[src/rtl/pad_pkg.sv]
// Shared pad-event definitions: button indices, event byte layout, scan FSM states and helpers.
package pad_pkg;

  localparam int NUM_BTN = 12;

  typedef enum logic [3:0] {
    BTN_B      = 4'd0,
    BTN_Y      = 4'd1,
    BTN_SELECT = 4'd2,
    BTN_START  = 4'd3,
    BTN_UP     = 4'd4,
    BTN_DOWN   = 4'd5,
    BTN_LEFT   = 4'd6,
    BTN_RIGHT  = 4'd7,
    BTN_A      = 4'd8,
    BTN_X      = 4'd9,
    BTN_L      = 4'd10,
    BTN_R      = 4'd11
  } btn_idx_e;

  localparam int EVT_PRESS_BIT = 7;
  localparam int EVT_RPT_BIT   = 6;

  typedef enum logic [0:0] {
    ST_IDLE = 1'b0,
    ST_SCAN = 1'b1
  } scan_state_e;

  function automatic logic [3:0] lowest_set(input logic [NUM_BTN-1:0] v);
    logic [3:0] r;
    r = 4'd0;
    for (int i = NUM_BTN - 1; i >= 0; i--) begin
      if (v[i]) r = 4'(i);
    end
    return r;
  endfunction

  function automatic logic [7:0] make_evt(input logic press, input logic rpt, input logic [3:0] idx);
    logic [7:0] e;
    e = {4'b0000, idx};
    e[EVT_PRESS_BIT] = press;
    e[EVT_RPT_BIT]   = rpt;
    return e;
  endfunction

endpackage

[src/rtl/pad_evt_fifo.sv]
// Event FIFO with registered head: a push is visible on rd_data/empty the cycle after its edge.
// Pushes while full are refused unless a pop lands on the same edge; pops while empty are ignored.
module pad_evt_fifo #(
  parameter int DEPTH = 8,
  parameter int WIDTH = 8
) (
  input  logic             clk,
  input  logic             rst_n,
  input  logic             push,
  input  logic [WIDTH-1:0] push_data,
  input  logic             pop,
  output logic [WIDTH-1:0] rd_data,
  output logic             empty,
  output logic             full
);

  localparam int AW = $clog2(DEPTH);

  logic [AW:0]      wr_ptr, rd_ptr, wr_ptr_nxt, rd_ptr_nxt;
  logic [WIDTH-1:0] mem [DEPTH];
  logic [WIDTH-1:0] head_nxt;
  logic             do_push, do_pop;

  assign empty   = (wr_ptr == rd_ptr);
  assign full    = (wr_ptr[AW] != rd_ptr[AW]) && (wr_ptr[AW-1:0] == rd_ptr[AW-1:0]);
  assign do_pop  = pop && !empty;
  assign do_push = push && (!full || do_pop);

  assign wr_ptr_nxt = wr_ptr + {{AW{1'b0}}, do_push};
  assign rd_ptr_nxt = rd_ptr + {{AW{1'b0}}, do_pop};

  // The new head may be the entry being written on this same edge, so bypass it.
  always_comb begin
    head_nxt = '0;
    if (rd_ptr_nxt == wr_ptr_nxt)
      head_nxt = '0;
    else if (do_push && (rd_ptr_nxt == wr_ptr))
      head_nxt = push_data;
    else
      head_nxt = mem[rd_ptr_nxt[AW-1:0]];
  end

  always_ff @(posedge clk or negedge rst_n) begin
    if (!rst_n) begin
      wr_ptr  <= '0;
      rd_ptr  <= '0;
      rd_data <= '0;
    end else begin
      wr_ptr  <= wr_ptr_nxt;
      rd_ptr  <= rd_ptr_nxt;
      rd_data <= head_nxt;
    end
  end

  always_ff @(posedge clk) begin
    if (do_push) mem[wr_ptr[AW-1:0]] <= push_data;
  end

endmodule

[src/rtl/pad_event_fifo.sv]
// Debounces 12 pad buttons and queues press/release events, one per clock in ascending index order.
// Strobes during a scan and events pushed into a full FIFO are lost and flagged; PAD_EVENT_REPEAT_EN adds d-pad auto-repeat.
module pad_event_fifo
  import pad_pkg::*;
#(
  parameter int DEPTH    = 8,
  parameter int DEBOUNCE = 2
) (
  input  logic               clk,
  input  logic               rst_n,
  input  logic               sample_stb,
  input  logic [NUM_BTN-1:0] btn,
  output logic [NUM_BTN-1:0] btn_state,
  input  logic               rd_en,
  output logic [7:0]         rd_data,
  output logic               empty,
  output logic               overflow,
  input  logic               clr_ovf
);

  localparam logic [3:0] DB_LIMIT = 4'(DEBOUNCE);

  scan_state_e                  state;
  logic [NUM_BTN-1:0][3:0]      agree_cnt, agree_cnt_nxt;
  logic [NUM_BTN-1:0]           toggle, rpt_hit, pending, rpt_flag, clr_mask;
  logic                         accept, evt_push, fifo_full, drop, ovf_set;
  logic [3:0]                   scan_idx;
  logic [7:0]                   evt;

  assign accept = sample_stb && (state == ST_IDLE);

  always_comb begin
    toggle        = '0;
    agree_cnt_nxt = '0;
    for (int i = 0; i < NUM_BTN; i++) begin
      if (btn[i] != btn_state[i]) begin
        if (agree_cnt[i] + 4'd1 == DB_LIMIT)
          toggle[i] = 1'b1;
        else
          agree_cnt_nxt[i] = agree_cnt[i] + 4'd1;
      end
    end
  end

`ifdef PAD_EVENT_REPEAT_EN
  localparam int         DIR_FIRST = BTN_UP;
  localparam int         NUM_DIR   = 4;
  localparam logic [5:0] RPT_FIRST = 6'd30;
  localparam logic [5:0] RPT_NEXT  = 6'd36;

  logic [NUM_DIR-1:0][5:0] rpt_cnt, rpt_cnt_nxt;

  // After the first repeat the counter parks at RPT_FIRST, so later repeats land every 6 held samples.
  always_comb begin
    rpt_hit     = '0;
    rpt_cnt_nxt = '0;
    for (int k = 0; k < NUM_DIR; k++) begin
      if (btn_state[DIR_FIRST+k] && !toggle[DIR_FIRST+k]) begin
        if ((rpt_cnt[k] + 6'd1 == RPT_FIRST) || (rpt_cnt[k] + 6'd1 == RPT_NEXT)) begin
          rpt_hit[DIR_FIRST+k] = 1'b1;
          rpt_cnt_nxt[k]       = RPT_FIRST;
        end else begin
          rpt_cnt_nxt[k] = rpt_cnt[k] + 6'd1;
        end
      end
    end
  end

  always_ff @(posedge clk or negedge rst_n) begin
    if (!rst_n)
      rpt_cnt <= '0;
    else if (accept)
      rpt_cnt <= rpt_cnt_nxt;
  end
`else
  assign rpt_hit = '0;
`endif

  assign scan_idx = lowest_set(pending);
  assign clr_mask = {{(NUM_BTN-1){1'b0}}, 1'b1} << scan_idx;
  assign evt_push = (state == ST_SCAN);
  assign evt      = make_evt(btn_state[scan_idx], rpt_flag[scan_idx], scan_idx);
  assign drop     = evt_push && fifo_full && !rd_en;
  assign ovf_set  = (sample_stb && (state == ST_SCAN)) || drop;

  always_ff @(posedge clk or negedge rst_n) begin
    if (!rst_n) begin
      state     <= ST_IDLE;
      btn_state <= '0;
      agree_cnt <= '0;
      pending   <= '0;
      rpt_flag  <= '0;
      overflow  <= 1'b0;
    end else begin
      if (accept) begin
        agree_cnt <= agree_cnt_nxt;
        btn_state <= btn_state ^ toggle;
        pending   <= toggle | rpt_hit;
        rpt_flag  <= rpt_hit & ~toggle;
        if (|(toggle | rpt_hit)) state <= ST_SCAN;
      end else if (state == ST_SCAN) begin
        pending  <= pending & ~clr_mask;
        rpt_flag <= rpt_flag & ~clr_mask;
        if ((pending & ~clr_mask) == '0) state <= ST_IDLE;
      end
      if (ovf_set)
        overflow <= 1'b1;
      else if (clr_ovf)
        overflow <= 1'b0;
    end
  end

  pad_evt_fifo #(
    .DEPTH (DEPTH),
    .WIDTH (8)
  ) u_fifo (
    .clk       (clk),
    .rst_n     (rst_n),
    .push      (evt_push),
    .push_data (evt),
    .pop       (rd_en),
    .rd_data   (rd_data),
    .empty     (empty),
    .full      (fifo_full)
  );

endmodule
[config.mk]
export PLATFORM = sky130hd
export DESIGN_NAME = pad_event_fifo
export DESIGN_NICKNAME = d
export VERILOG_FILES = /design/src/rtl/pad_pkg.sv /design/src/rtl/pad_evt_fifo.sv /design/src/rtl/pad_event_fifo.sv
export SDC_FILE = /design/constraint.sdc
export NUM_CORES = 1
export LEC_CHECK = 0
export CAP_MARGIN = 10
export CORE_UTILIZATION = 56
export DETAILED_ROUTE_END_ITERATION = 16
export PLACE_DENSITY = 0.85
export SYNTH_ARGS = -nofsm -noshare
export SYNTH_HDL_FRONTEND = slang
export SYNTH_HIERARCHICAL = 1
export SYNTH_SLANG_ARGS = --single-unit
[constraint.sdc]
create_clock -name clk -period 4.1 [get_ports clk]
set_clock_uncertainty 0.05 [all_clocks]
set_input_delay 0.615 -clock clk [delete_from_list [all_inputs] [get_ports clk]]
set_output_delay 0.615 -clock clk [all_outputs]
set_load 0.02 [all_outputs]
# --- After elaboration in Yosys (flattened, before gate mapping) ---
# Memory sizes are Yosys's and may differ from the RTL's.
# Index checks and enable logic that the tools add are counted.
totals:
  ram_bits: 48
  regBits: 102
  output_inout_bits: 22
  memories: 1
  inputBits: 17
classes:
  addsub: 14
  n_mux: 78
  bitwise: 5
  eq_ne: 30
  magnitude_cmp: 1
  n_reduce_logical: 17
  shift: 1
memory_table:
  columns: ["memory", "words", "word_bits", "rd", "rd_ports_with_merged_regs", "write_ports", "line", "rtl"]
  rows:
  - ["u_fifo.mem", 8, 6, 1, 0, 1, "pad_evt_fifo.sv:20", "logic [WIDTH-1:0] mem [DEPTH];"]
ops:
  columns: ["cell", "count"]
  rows:
  - ["$mux W4", 36]
  - ["$add A4 B1 Y4 const B", 12]
  - ["$eq A4 B2 Y1 const B", 12]
  - ["$mux W12", 4]
  - ["$mux W1", 34]
  - ["$and A12 B12 Y12", 2]
  - ["$mux W8", 2]
  - ["$ne A1 B1 Y1", 13]
  - ["$eq A4 B4 Y1", 3]
  - ["$logic_not A12 Y1", 1]
  - ["$not A12 Y12", 1]
  - ["$reduce_or A12 Y1", 1]
  - ["$shl A1 B4 Y12 const A", 1]
  - ["$xor A12 B12 Y12", 1]
  - ["$add A4 B1 Y4", 2]
  - ["$bmux W1 S4", 2]
  - ["$logic_and A1 B1 Y1", 8]
  - ["$lt A4 B5 Y1 const B", 1]
  - ["$reduce_bool A2 Y1", 2]
  - ["$eq A3 B3 Y1", 1]
  - ["$logic_not A1 Y1", 3]
  - ["$logic_or A1 B1 Y1", 2]
  - ["$ne A2 B1 Y1 const B", 1]
  - ["$not A1 Y1", 1]

# --- Logic depth before layout (Yosys ltp) ---
# Gate-level depths: netlist (run 1).
logic_depth:
  word_depth: 19
  mapped_depth: 14
  depth_no_buf: 11

# --- Modules after synthesis ---
# The synthesis (run 1) kept the hierarchy.
modules_own_cells:
  columns: ["mod", "seq_area_each_um2", "area_per_inst_um2", "cells_each", "instances"]
  rows:
  - ["pad_event_fifo", 2152.1, 5157.4, 584, 1]
  - ["pad_evt_fifo", 2322.2, 3325.7, 171, 1]

# --- Worst setup path after synthesis (run 1) ---
# Ideal clock, no wire load.
synth_path:
  path_kind: "flip-flop to flip-flop"
  startpoint: "register u_fifo.wr_ptr[1]"
  endpoint: "register u_fifo.rd_data[6]"
  path_slack_ns: 1.078
  setup_ns: 0.152
  stages_incl_launch_ff: 13
  path_buffers: 3
  arrival_ns: 2.819
  period_less_slack_ns: 3.022
  path_cell_list: "dfrtp_1 -> buf_2 -> xnor2_1 -> nand3_1 -> nor2_1 -> nor2b_1 -> ha_1 -> ha_1 -> buf_2 -> clkbuf_1 -> mux4_2 -> mux2i_1 -> a211oi_2"
synth_via:
  elab_chain_len: 8
  word_cells_on_any_way: 16
  cone_classes: "add/sub (2); eq/ne (4); mux (2); reduce/logical (7); memory (1)"
synth_rtl:
  columns: ["element", "line", "rtl"]
  rows:
  - ["start: declaration", "pad_evt_fifo.sv:19", "logic [AW:0] wr_ptr, rd_ptr, wr_ptr_nxt, rd_ptr_nxt;"]
  - ["start signal: assignment", "pad_evt_fifo.sv:49", "wr_ptr <= wr_ptr_nxt;"]
  - ["$eq A4 B4 Y1 (*)", "pad_evt_fifo.sv:24", "assign empty = (wr_ptr == rd_ptr);"]
  - ["net empty", "pad_event_fifo.sv:16", "output logic empty,"]
  - ["$logic_not A1 Y1 (*)", "pad_evt_fifo.sv:26", "assign do_pop = pop && !empty;"]
  - ["$logic_and A1 B1 Y1 (*)", "pad_evt_fifo.sv:26", null]
  - ["$add A4 B1 Y4 (*)", "pad_evt_fifo.sv:30", "assign rd_ptr_nxt = rd_ptr + {{AW{1'b0}}, do_pop};"]
  - ["net u_fifo.rd_ptr_nxt[1]", "pad_evt_fifo.sv:19", null]
  - ["branches (longest 3 deep; another with $mem_v2 Z8 W6)", null, null]
  - ["$mux W8 (*)", "pad_evt_fifo.sv:35", "if (rd_ptr_nxt == wr_ptr_nxt)"]
  - ["net u_fifo.head_nxt[6]", "pad_evt_fifo.sv:21", "logic [WIDTH-1:0] head_nxt;"]
  - ["end signal: assignment", "pad_evt_fifo.sv:51", "rd_data <= head_nxt;"]
  - ["end: declaration", "pad_evt_fifo.sv:12", "output logic [WIDTH-1:0] rd_data,"]
# Mark *: on every way through the listed nets, which the timed path passes.
# A chain may end at the register's enable or synchronous reset.

# --- Worst setup path in the final report (run 1) ---
layout_path:
  startpoint: "register u_fifo.wr_ptr[2]"
  endpoint: "register u_fifo.rd_data[6]"
layout_via:
  elab_chain_len: 8
  word_cells_on_any_way: 16
  cone_classes: "add/sub (2); eq/ne (4); mux (2); reduce/logical (7); memory (1)"
layout_rtl:
  columns: ["element", "line", "rtl"]
  rows:
  - ["$eq A4 B4 Y1 or $eq A3 B3 Y1 (tied branches)", "pad_evt_fifo.sv:24, pad_evt_fifo.sv:25", null]
  - ["$logic_not A1 Y1 or $logic_and A1 B1 Y1 (tied branches)", "pad_evt_fifo.sv:26, pad_evt_fifo.sv:25", null]
  - ["$logic_and A1 B1 Y1 or $logic_not A1 Y1 (tied branches)", "pad_evt_fifo.sv:26, pad_evt_fifo.sv:27", null]
  - ["$logic_or A1 B1 Y1", "pad_evt_fifo.sv:27", "assign do_push = push && (!full || do_pop);"]
  - ["$logic_and A1 B1 Y1", "pad_evt_fifo.sv:27", null]
  - ["$add A4 B1 Y4 (*)", "pad_evt_fifo.sv:29", "assign wr_ptr_nxt = wr_ptr + {{AW{1'b0}}, do_push};"]
  - ["net u_fifo.wr_ptr_nxt[2]", "pad_evt_fifo.sv:19", null]
  - ["$eq A4 B4 Y1 (*)", "pad_evt_fifo.sv:35", null]
  - ["$mux W8 (*)", "pad_evt_fifo.sv:35", null]
  - ["net u_fifo.head_nxt[6]", "pad_evt_fifo.sv:21", null]
# Mark *: on every way through the listed nets, which the timed path passes. The rest lies on a longest branch.

==> impl_metrics.json, run 1 <==
{
  "vias": 6145,
  "num-nets-final": 865,
  "synthCells": 755,
  "cts_hold_buffers": 0,
  "yosysTopAreaCellShare_pct": 30.1,
  "core.rowCount": 44,
  "ys_warn_count": 6,
  "finalMaxSlewViolations": 0,
  "p_sw_mw": 3.85,
  "outcome": "finished clean",
  "p_clk_share_pct": 16.7,
  "synth_largest_area_cell": "dfrtp_1",
  "reg2reg_depth": 10,
  "grt_remaining_overflow": 0,
  "placedCellCount": 985,
  "path_max_fanout": 9,
  "p_sw_share_pct": 42.5,
  "synth.area.top_cells": "dfrtp_1 30%, edfxtp_1 23%, mux4_2 4.2%",
  "ys_types": 61,
  "hpwl_um": 12700,
  "finalHoldViolCount": 0,
  "core-area_mm2": 0.0146,
  "fp.dieW_um": 125,
  "powerDensity_mw_per_mm2": 927,
  "numCtsBuffers": 17,
  "final_cell_count_no_fill": 1017,
  "area_growth_syn_to_layout_pct": 15.0,
  "worst_slew_pin_slew_ns": 0.876,
  "critical_path.endpoint_type": "flop",
  "cts_root_buf": "clkbuf_16",
  "cts_buffer_depth": 2,
  "synth_edf_count": 64,
  "utilization_pct": 66.6,
  "first_pass_iters": 7,
  "ant_nets": 0,
  "grt_pass1_wl_um": 30500,
  "wl_met2_um": 9460,
  "drive_gt1_share_pct": 12.1,
  "cp-start-kind": "flop",
  "synthArstFlopShare_pct": 61.4,
  "die_h_um": 125,
  "cp.required_ns": 4.32,
  "finalPower_mw": 9.04,
  "antenna_found_initial": 0,
  "routed_wl_um": 18600,
  "drv_cap": 0,
  "p_leak_nw": 3.95,
  "routedWlPerCell_um": 18.3,
  "fmax_mhz": 289,
  "ctsResizeCount": 0,
  "period_needed_ns": 3.46,
  "cp.arrival_ns": 3.68,
  "gp_congestion": 0.949,
  "setup_tns_ns": 0,
  "grt_util_all_layers_pct": 25.2,
  "ys_dominant_reg_cell": "dfrtp_1",
  "rsz0062_at_grt": "no",
  "path_class": "reg -> reg",
  "initial_core_util_pct": 57.9,
  "portBuffers": 38,
  "setup_viol": 0,
  "ys_seq_area_share_pct": 52.7,
  "met3WireLength_um": 874,
  "p_int_mw": 5.19,
  "place_ws_ns": 0.514,
  "hold_path_class": "in -> async",
  "clk_latency_ns": 0.43,
  "dieArea_mm2": 0.0156,
  "drc": 0,
  "max_slew_margin_pct": 41.4,
  "finalCritPeriodShare_pct": 84.4,
  "diodes": 0,
  "grt_pass1_vias": 6057,
  "cts_tree": "built",
  "vias_per_cell": 6.04,
  "htree_levels": 4,
  "drt-initial-drc-count": 668,
  "combPwrFrac_pct": 48.8,
  "finalWorstSetupSlack_ns": 0.640,
  "wl_met1_um": 7750,
  "hold_ws_ns": 0.177,
  "top_layer": "met4",
  "ys_seq_elements": 166,
  "grt_max_degree": 52,
  "irDropWorstVdd_uv": 426,
  "cts_num_sinks": 166,
  "p_seq_share_pct": 34.5,
  "post_dp_cell_area_mm2": 0.00920,
  "fill_cells": 1072,
  "design_area_mm2": 0.00975,
  "io_pins": 39,
  "post_cts_buffers": 0,
  "syn_area_mm2": 0.00848,
  "clk_pin_slew_ns": 0.07,
  "avgSynthCellArea_um2": 11.2
}
-- path summary, 6_finish.rpt --
path	startpoint	end	slack, ns
min in group clk	rpt_flag[7]	rpt_flag[7]	0.44
max	u_fifo/wr_ptr[2]	u_fifo/rd_data[6]	0.64
min reg2reg	rpt_flag[7]	rpt_flag[7]	0.44
min	rst_n	u_fifo/rd_ptr[2]	0.18
max reg2reg	u_fifo/wr_ptr[2]	u_fifo/rd_data[6]	0.64
max in group asynchronous	rst_n	agree_cnt[40]	3.01
-- routing by layer --
layer	vias up	global-route usage (%)
met4	0	10.0
met3	46	5.13
met1	2996	30.8
met2	191	43.9
met5	-	0
li1	2912	-
-- worst max-delay path, stage by stage, from the launching register on --
cell and delay [ns]:
dfrtp_1 0.59, xnor2_1 0.20, nand4_1 0.18, o21ai_0 0.61, inv_1 0.15, ha_1 0.24, ha_1 0.19, xor2_1 0.16
xor2_1 0.19, nor4_4 0.66, a211oi_2 0.09
-- final cells by class --
cell class	instances	area (um2)	area share [%]
clock buffer	19	433	4.44
clock inverter	13	124	1.27
inverter	22	82.6	0.847
multi-input combinational	557	3880	39.8
sequential	166	4470	45.9
tap	184	230	2.36
timing repair buffer	56	526	5.39
-- synth_stat cells (3+ instances only) --
| cell | n |
|---|---|
| dfrtp_1 | 102 |
| nand2_1 | 86 |
| o21ai_0 | 67 |
| edfxtp_1 | 64 |
| nand3_1 | 39 |
| nor2_1 | 39 |
| nor3_1 | 29 |
| ha_1 | 28 |
| xor2_1 | 27 |
| a21oi_1 | 21 |
| inv_1 | 21 |
| and3_1 | 20 |
| mux4_2 | 16 |
| xnor2_1 | 16 |
| clkbuf_1 | 14 |
| mux2_2 | 13 |
| a31oi_1 | 11 |
| mux2i_1 | 11 |
| a211oi_2 | 8 |
| buf_2 | 8 |
| and2_1 | 7 |
| nand4_1 | 7 |
| nor2b_1 | 7 |
| a21o_1 | 6 |
| nand2b_1 | 6 |
| nor4b_1 | 6 |
| o21a_1 | 6 |
| o41ai_1 | 6 |
| o22ai_1 | 5 |
| a32o_1 | 4 |
| nor4_1 | 4 |
| o31ai_1 | 4 |
| a22o_1 | 3 |
| nand3b_1 | 3 |
| o211a_1 | 3 |
| o32ai_1 | 3 |
-- power by group through the flow --
stage                     Sequential [mW]  Clock [mW]  Combinational, mW
after floorplan                      3.06           0               3.10
after global placement               3.10           0               4.19
after detailed placement             3.14           0               4.35
after CTS                            3.11        1.53               4.40
after global routing                 3.19        1.60               4.82
final                                3.12        1.51               4.41
-- logic make-up (layout without fill, tap and decap cells) --
| family | count (synthesis) | count (layout) | share of synthesized area, % |
|---|---|---|---|
| fa+ha+maj | 28 | 28 | 4.13 |
| buf+inv | 49 | 110 | 2.51 |
| flops | 166 | 166 | 52.7 |
| simple gates | 262 | 262 | 15.2 |
| compound gates | 164 | 164 | 13.0 |
| mux | 40 | 40 | 7.27 |
| xor+xnor | 45 | 45 | 5.04 |
| other cells | 1 | 18 | 0.0442 |
-- sequential cells by signal (all words and copies together), names as in the netlist, named ones only --
name / cells
u_fifo/wr_ptr: 4
u_fifo/rd_ptr: 4
pending: 12
rpt_flag: 12
evt_push: 1
u_fifo/mem: 64
overflow: 1
agree_cnt: 48
u_fifo/rd_data: 8
-- placed cells by master (no fill, tap or decap), types with 5 or more instances in the layout --
cell and n:
a211oi_2 8, a21o_1 6, a21oi_1 21, a31oi_1 11
and2_1 7, and3_1 20, buf_4 18, clkbuf_16 17
clkdlybuf4s50_1 37, conb_1 18, dfrtp_1 102, edfxtp_1 64
ha_1 28, inv_1 21, mux2_2 13, mux2i_1 11
mux4_2 16, nand2_1 86, nand2b_1 5, nand3_1 39
nand4_1 7, nor2_1 39, nor2b_1 6, nor3_1 29
o21a_1 6, o21ai_0 67, o22ai_1 5, o41ai_1 6
xnor2_1 16, xor2_1 27
Note: power is estimated with default switching activity, not from simulation.
==> run 2: changes to the inputs <==
==> constraint.sdc (replaced) <==
create_clock -name clk -period 3.2 [get_ports clk]
set_clock_uncertainty 0.05 [all_clocks]
set_input_delay 0.48 -clock clk [delete_from_list [all_inputs] [get_ports clk]]
set_output_delay 0.48 -clock clk [all_outputs]
set_load 0.02 [all_outputs]
==> impl_metrics.json, run 2 (synthesis results as in run 1) <==
{
  "cp.required_ns": 3.46,
  "drv_cap": 0,
  "clk_pin_slew_ns": 0.07,
  "finalWorstSetupSlack_ns": 0.272,
  "powerDensity_mw_per_mm2": 1180,
  "finalMaxSlewViolations": 0,
  "post_dp_cell_area_mm2": 0.00933,
  "grt_remaining_overflow": 0,
  "p_int_mw": 6.76,
  "hold_path_class": "in -> async",
  "grt_util_all_layers_pct": 24.3,
  "cts_tree": "built",
  "numCtsBuffers": 17,
  "area_growth_syn_to_layout_pct": 16.4,
  "design_area_mm2": 0.00988,
  "period_needed_ns": 2.93,
  "place_ws_ns": 0.323,
  "hpwl_um": 12700,
  "layout_common_cells": "102 x dfrtp_1, 86 x nand2_1, 67 x o21ai_0, 64 x edfxtp_1",
  "portBuffers": 38,
  "largest_register_ffs": 64,
  "cts_num_sinks": 166,
  "ctsResizeCount": 0,
  "io_pins": 39,
  "cts_root_buf": "clkbuf_16",
  "critical_path.endpoint_type": "flop",
  "fmax_mhz": 342,
  "post_cts_buffers": 0,
  "routedWlPerCell_um": 17.4,
  "p_leak_nw": 4.03,
  "p_sw_mw": 4.90,
  "worst_slew_pin_slew_ns": 0.702,
  "drc": 0,
  "p_seq_share_pct": 33.9,
  "routed_wl_um": 17900,
  "utilization_pct": 67.4,
  "path_class": "reg -> reg",
  "max_stage_delay_ns": 0.70,
  "die_h_um": 125,
  "outcome": "finished clean",
  "fp.dieW_um": 125,
  "cp.arrival_ns": 3.19,
  "first_pass_iters": 7,
  "max_slew_margin_pct": 53.0,
  "grt_max_degree": 50,
  "drt-initial-drc-count": 587,
  "hold_ws_ns": 0.0275,
  "grt_pass1_vias": 6037,
  "clk_latency_ns": 0.43,
  "num-nets-final": 878,
  "htree_levels": 4,
  "rsz0062_at_grt": "no",
  "core.rowCount": 44,
  "dieArea_mm2": 0.0156,
  "finalCritPeriodShare_pct": 91.5,
  "ant_nets": 0,
  "diodes": 0,
  "path_max_fanout": 9,
  "path_cells": "nand2b_1 -> a221oi_4 -> nor4b_1 -> a2111oi_0 -> o22ai_1 -> or4b_1 -> nor2_1 -> a211oi_2",
  "cp_slowest_cell": "or4b_1",
  "irDropWorstVdd_uv": 731,
  "p_sw_share_pct": 42.0,
  "vias": 6184,
  "final_common_cell": "dfrtp_1",
  "vias_per_cell": 6.00,
  "combPwrFrac_pct": 49.8,
  "grt_pass1_wl_um": 30000,
  "cts_buffer_depth": 2,
  "cts_hold_buffers": 0,
  "setup_tns_ns": 0,
  "core-area_mm2": 0.0146,
  "gp_congestion": 0.912,
  "drive_gt1_share_pct": 13.6,
  "antenna_found_initial": 0,
  "initial_core_util_pct": 57.9,
  "p_clk_share_pct": 16.3,
  "setup_viol": 0,
  "cp-start-kind": "flop",
  "finalHoldViolCount": 0
}
==> run 2: cell count changes in the layout (fill, tap and decap cells not counted), sizes merged <==
cell / change
buf: +13
bufinv: -1
clkinv: -1
clkinvlp: -2
inv: +4
==> run 2: metrics by stage <==
step	total power [mW]	std cells
6_report	11.7	1030
5_1_grt	12.4	1030
4_1_cts	11.7	1030
3_5_place_dp	9.74	998
3_3_place_gp	9.55	998
2_1_floorplan	7.90	772
==> run 2: critical path: cells and delay by family, from the launching register on <==
kind / cells / cell delay, ns
AO/OA/AOI/OAI: 4 / 1.15
AND/OR/NAND/NOR: 4 / 1.18
flip-flops: 1 / 0.44
==> run 2: final timing paths <==
path,cells after the start,slack [ns],to,start
setup / recovery,8,0.27,u_fifo/rd_data[7],pending[10]
hold / removal,1,0.03,u_fifo/wr_ptr[3],rst_n
setup reg to reg,8,0.27,u_fifo/rd_data[7],pending[10]
hold reg to reg,1,0.43,rpt_flag[8],rpt_flag[8]
max in group asynchronous,2,2.36,async pin,rst_n
min in group clk,1,0.43,rpt_flag[8],rpt_flag[8]
==> run 2: metal layers <==
metal	part of all wire [%]	wire (um)	global-route usage, %	up-vias
met4	2.7	481	10.3	0
met1	42	7580	30.8	2981
met3	5.4	962	4.75	45
li1	-	-	-	2946
met5	0	0	0	-
met2	50	8910	41.0	212
==> run 2: cell type report <==
cell class              instances  area, um2
inverters                      22       82.6
multi-input cells             557       3880
fillers                      1078       4770
flip-flops and latches        166       4470
well taps                     184        230
clock inverters                13        114
repair buffers                 69        661
clock buffers                  19        433
==> run 2: power groups by stage <==
stage,clock (mW),combinational [mW],sequential [mW]
final,1.90,5.81,3.96
after global routing,2.01,6.34,4.05
after CTS,1.92,5.81,3.95
after floorplan,0,3.98,3.92
after global placement,0,5.60,3.94
after detailed placement,0,5.76,3.98
==> run 3: changes to the inputs <==
--- a/config.mk
+++ b/config.mk
@@ -6,6 +6,7 @@
 export NUM_CORES = 1
 export LEC_CHECK = 0
 export CAP_MARGIN = 10
+export CORE_ASPECT_RATIO = 2
 export CORE_UTILIZATION = 56
 export DETAILED_ROUTE_END_ITERATION = 16
 export PLACE_DENSITY = 0.85
==> impl_metrics.json, run 3 (synthesis results as in run 1) <==
{
  "p_leak_nw": 4.04,
  "drc": 0,
  "cp.arrival_ns": 3.26,
  "drive_gt1_share_pct": 13.6,
  "finalHoldViolCount": 0,
  "final_common_cell": "dfrtp_1",
  "max_slew_margin_pct": 49.7,
  "irDropWorstVdd_uv": 610,
  "cts_root_buf": "clkbuf_16",
  "clk_latency_ns": 0.44,
  "cts_num_sinks": 166,
  "p_clk_share_pct": 16.9,
  "numCtsBuffers": 17,
  "p_int_mw": 6.79,
  "core.rowCount": 63,
  "ctsResizeCount": 0,
  "path_common_cell": "nor2_1",
  "die_h_um": 176,
  "path_max_fanout": 12,
  "hold_ws_ns": 0.0454,
  "finalMaxSlewViolations": 0,
  "drv_cap": 0,
  "max_stage_delay_ns": 0.61,
  "grt_max_degree": 57,
  "place_ws_ns": 0.268,
  "grt_pass1_vias": 6458,
  "cp_slowest_cell": "or4b_1",
  "fmax_mhz": 335,
  "routed_wl_um": 19700,
  "ant_nets": 0,
  "cts_buffer_depth": 2,
  "cts_hold_buffers": 0,
  "drt-initial-drc-count": 477,
  "vias_per_cell": 6.05,
  "io_pins": 39,
  "setup_tns_ns": 0,
  "initial_core_util_pct": 57.2,
  "setup_viol": 0,
  "finalCritPeriodShare_pct": 93.2,
  "critical_path.endpoint_type": "flop",
  "layout_common_cells": "102 x dfrtp_1, 86 x nand2_1, 67 x o21ai_0, 64 x edfxtp_1",
  "path_cells": "nor2_1 -> a221oi_4 -> a21oi_2 -> nor2b_1 -> nor3_1 -> a31oi_1 -> or4b_1 -> nor2_1 -> a211oi_2",
  "gp_congestion": 1.09,
  "grt_util_all_layers_pct": 28.2,
  "num-nets-final": 878,
  "grt_remaining_overflow": 0,
  "rsz0062_at_grt": "no",
  "combPwrFrac_pct": 49.6,
  "p_sw_mw": 5.08,
  "outcome": "finished clean",
  "grt_pass1_wl_um": 32600,
  "p_sw_share_pct": 42.8,
  "clk_pin_slew_ns": 0.08,
  "cp-start-kind": "flop",
  "core-area_mm2": 0.0148,
  "htree_levels": 4,
  "cts_tree": "built",
  "diodes": 0,
  "period_needed_ns": 2.98,
  "post_cts_buffers": 0,
  "finalWorstSetupSlack_ns": 0.217,
  "routedWlPerCell_um": 18.9,
  "powerDensity_mw_per_mm2": 1200,
  "hold_path_class": "in -> async",
  "hpwl_um": 13900,
  "antenna_found_initial": 0,
  "largest_register_ffs": 64,
  "fp.dieW_um": 89.0,
  "p_seq_share_pct": 33.5,
  "vias": 6296,
  "dieArea_mm2": 0.0157,
  "area_growth_syn_to_layout_pct": 16.8,
  "portBuffers": 38,
  "path_class": "reg -> reg",
  "first_pass_iters": 6,
  "worst_slew_pin_slew_ns": 0.754,
  "cp.required_ns": 3.48
}
## run 3: cell count changes in the layout (fill, tap and decap cells not counted), sizes merged
cell / previous run / this run
clkinv: 5 / 7
clkbuf: 19 / 17
## run 3: cell type report
class                   count  area (um2)
fillers                  1120        4910
flip-flops and latches    166        4470
clock buffers              17         425
repair buffers             69         661
inverters                  22        82.6
clock inverters            15         158
well taps                 195         244
multi-input cells         557        3860
## run 3: path summary, 6_finish.rpt
kind                             start  cells after the start  slack (ns)           endpoint
max                         pending[9]                      9        0.22  u_fifo/rd_data[7]
min                              rst_n                      1        0.05      agree_cnt[14]
max reg2reg                 pending[9]                      9        0.22  u_fifo/rd_data[7]
min reg2reg                rpt_flag[7]                      1        0.45        rpt_flag[7]
max in group asynchronous        rst_n                      2        2.33   u_fifo/rd_ptr[3]
min in group clk           rpt_flag[7]                      1        0.45        rpt_flag[7]
## run 3: critical path, delay by kind of cell (launching register included)
family	cells	cell delay, ns
and+or+nand+nor	5	1.44
AOI/OAI and AO/OA	4	0.91
DFF	1	0.47
## run 3: layer usage
layer  up-vias  share of wire [%]  track usage, %
met3        60                3.8            5.75
met4         0                4.8            14.4
li1       2943                  -               -
met1      3116                 35            30.2
met2       177                 56            50.8
met5         -                  0               0
## run 3: per-stage QoR
| stage | power, mW | cells | utilization [%] | instance area [um2] |
|---|---|---|---|---|
| 2_1_floorplan | 7.90 | 772 | - | 8550 |
| 3_3_place_gp | 9.64 | 1009 | 62.9 | 9330 |
| 3_5_place_dp | 9.82 | 1009 | 62.9 | 9330 |
| 4_1_cts | 11.9 | 1041 | 66.9 | 9910 |
| 5_1_grt | 12.6 | 1041 | 66.9 | 9910 |
| 6_report | 11.9 | 1041 | 66.9 | 9910 |
## run 3: power by group through the flow
stage | Sequential (mW) | Combinational, mW | Clock, mW
after floorplan | 3.92 | 3.98 | 0
final | 3.97 | 5.89 | 2.00
after global routing | 4.05 | 6.45 | 2.10
after detailed placement | 3.98 | 5.83 | 0
after global placement | 3.95 | 5.68 | 0
after CTS | 3.95 | 5.88 | 2.02
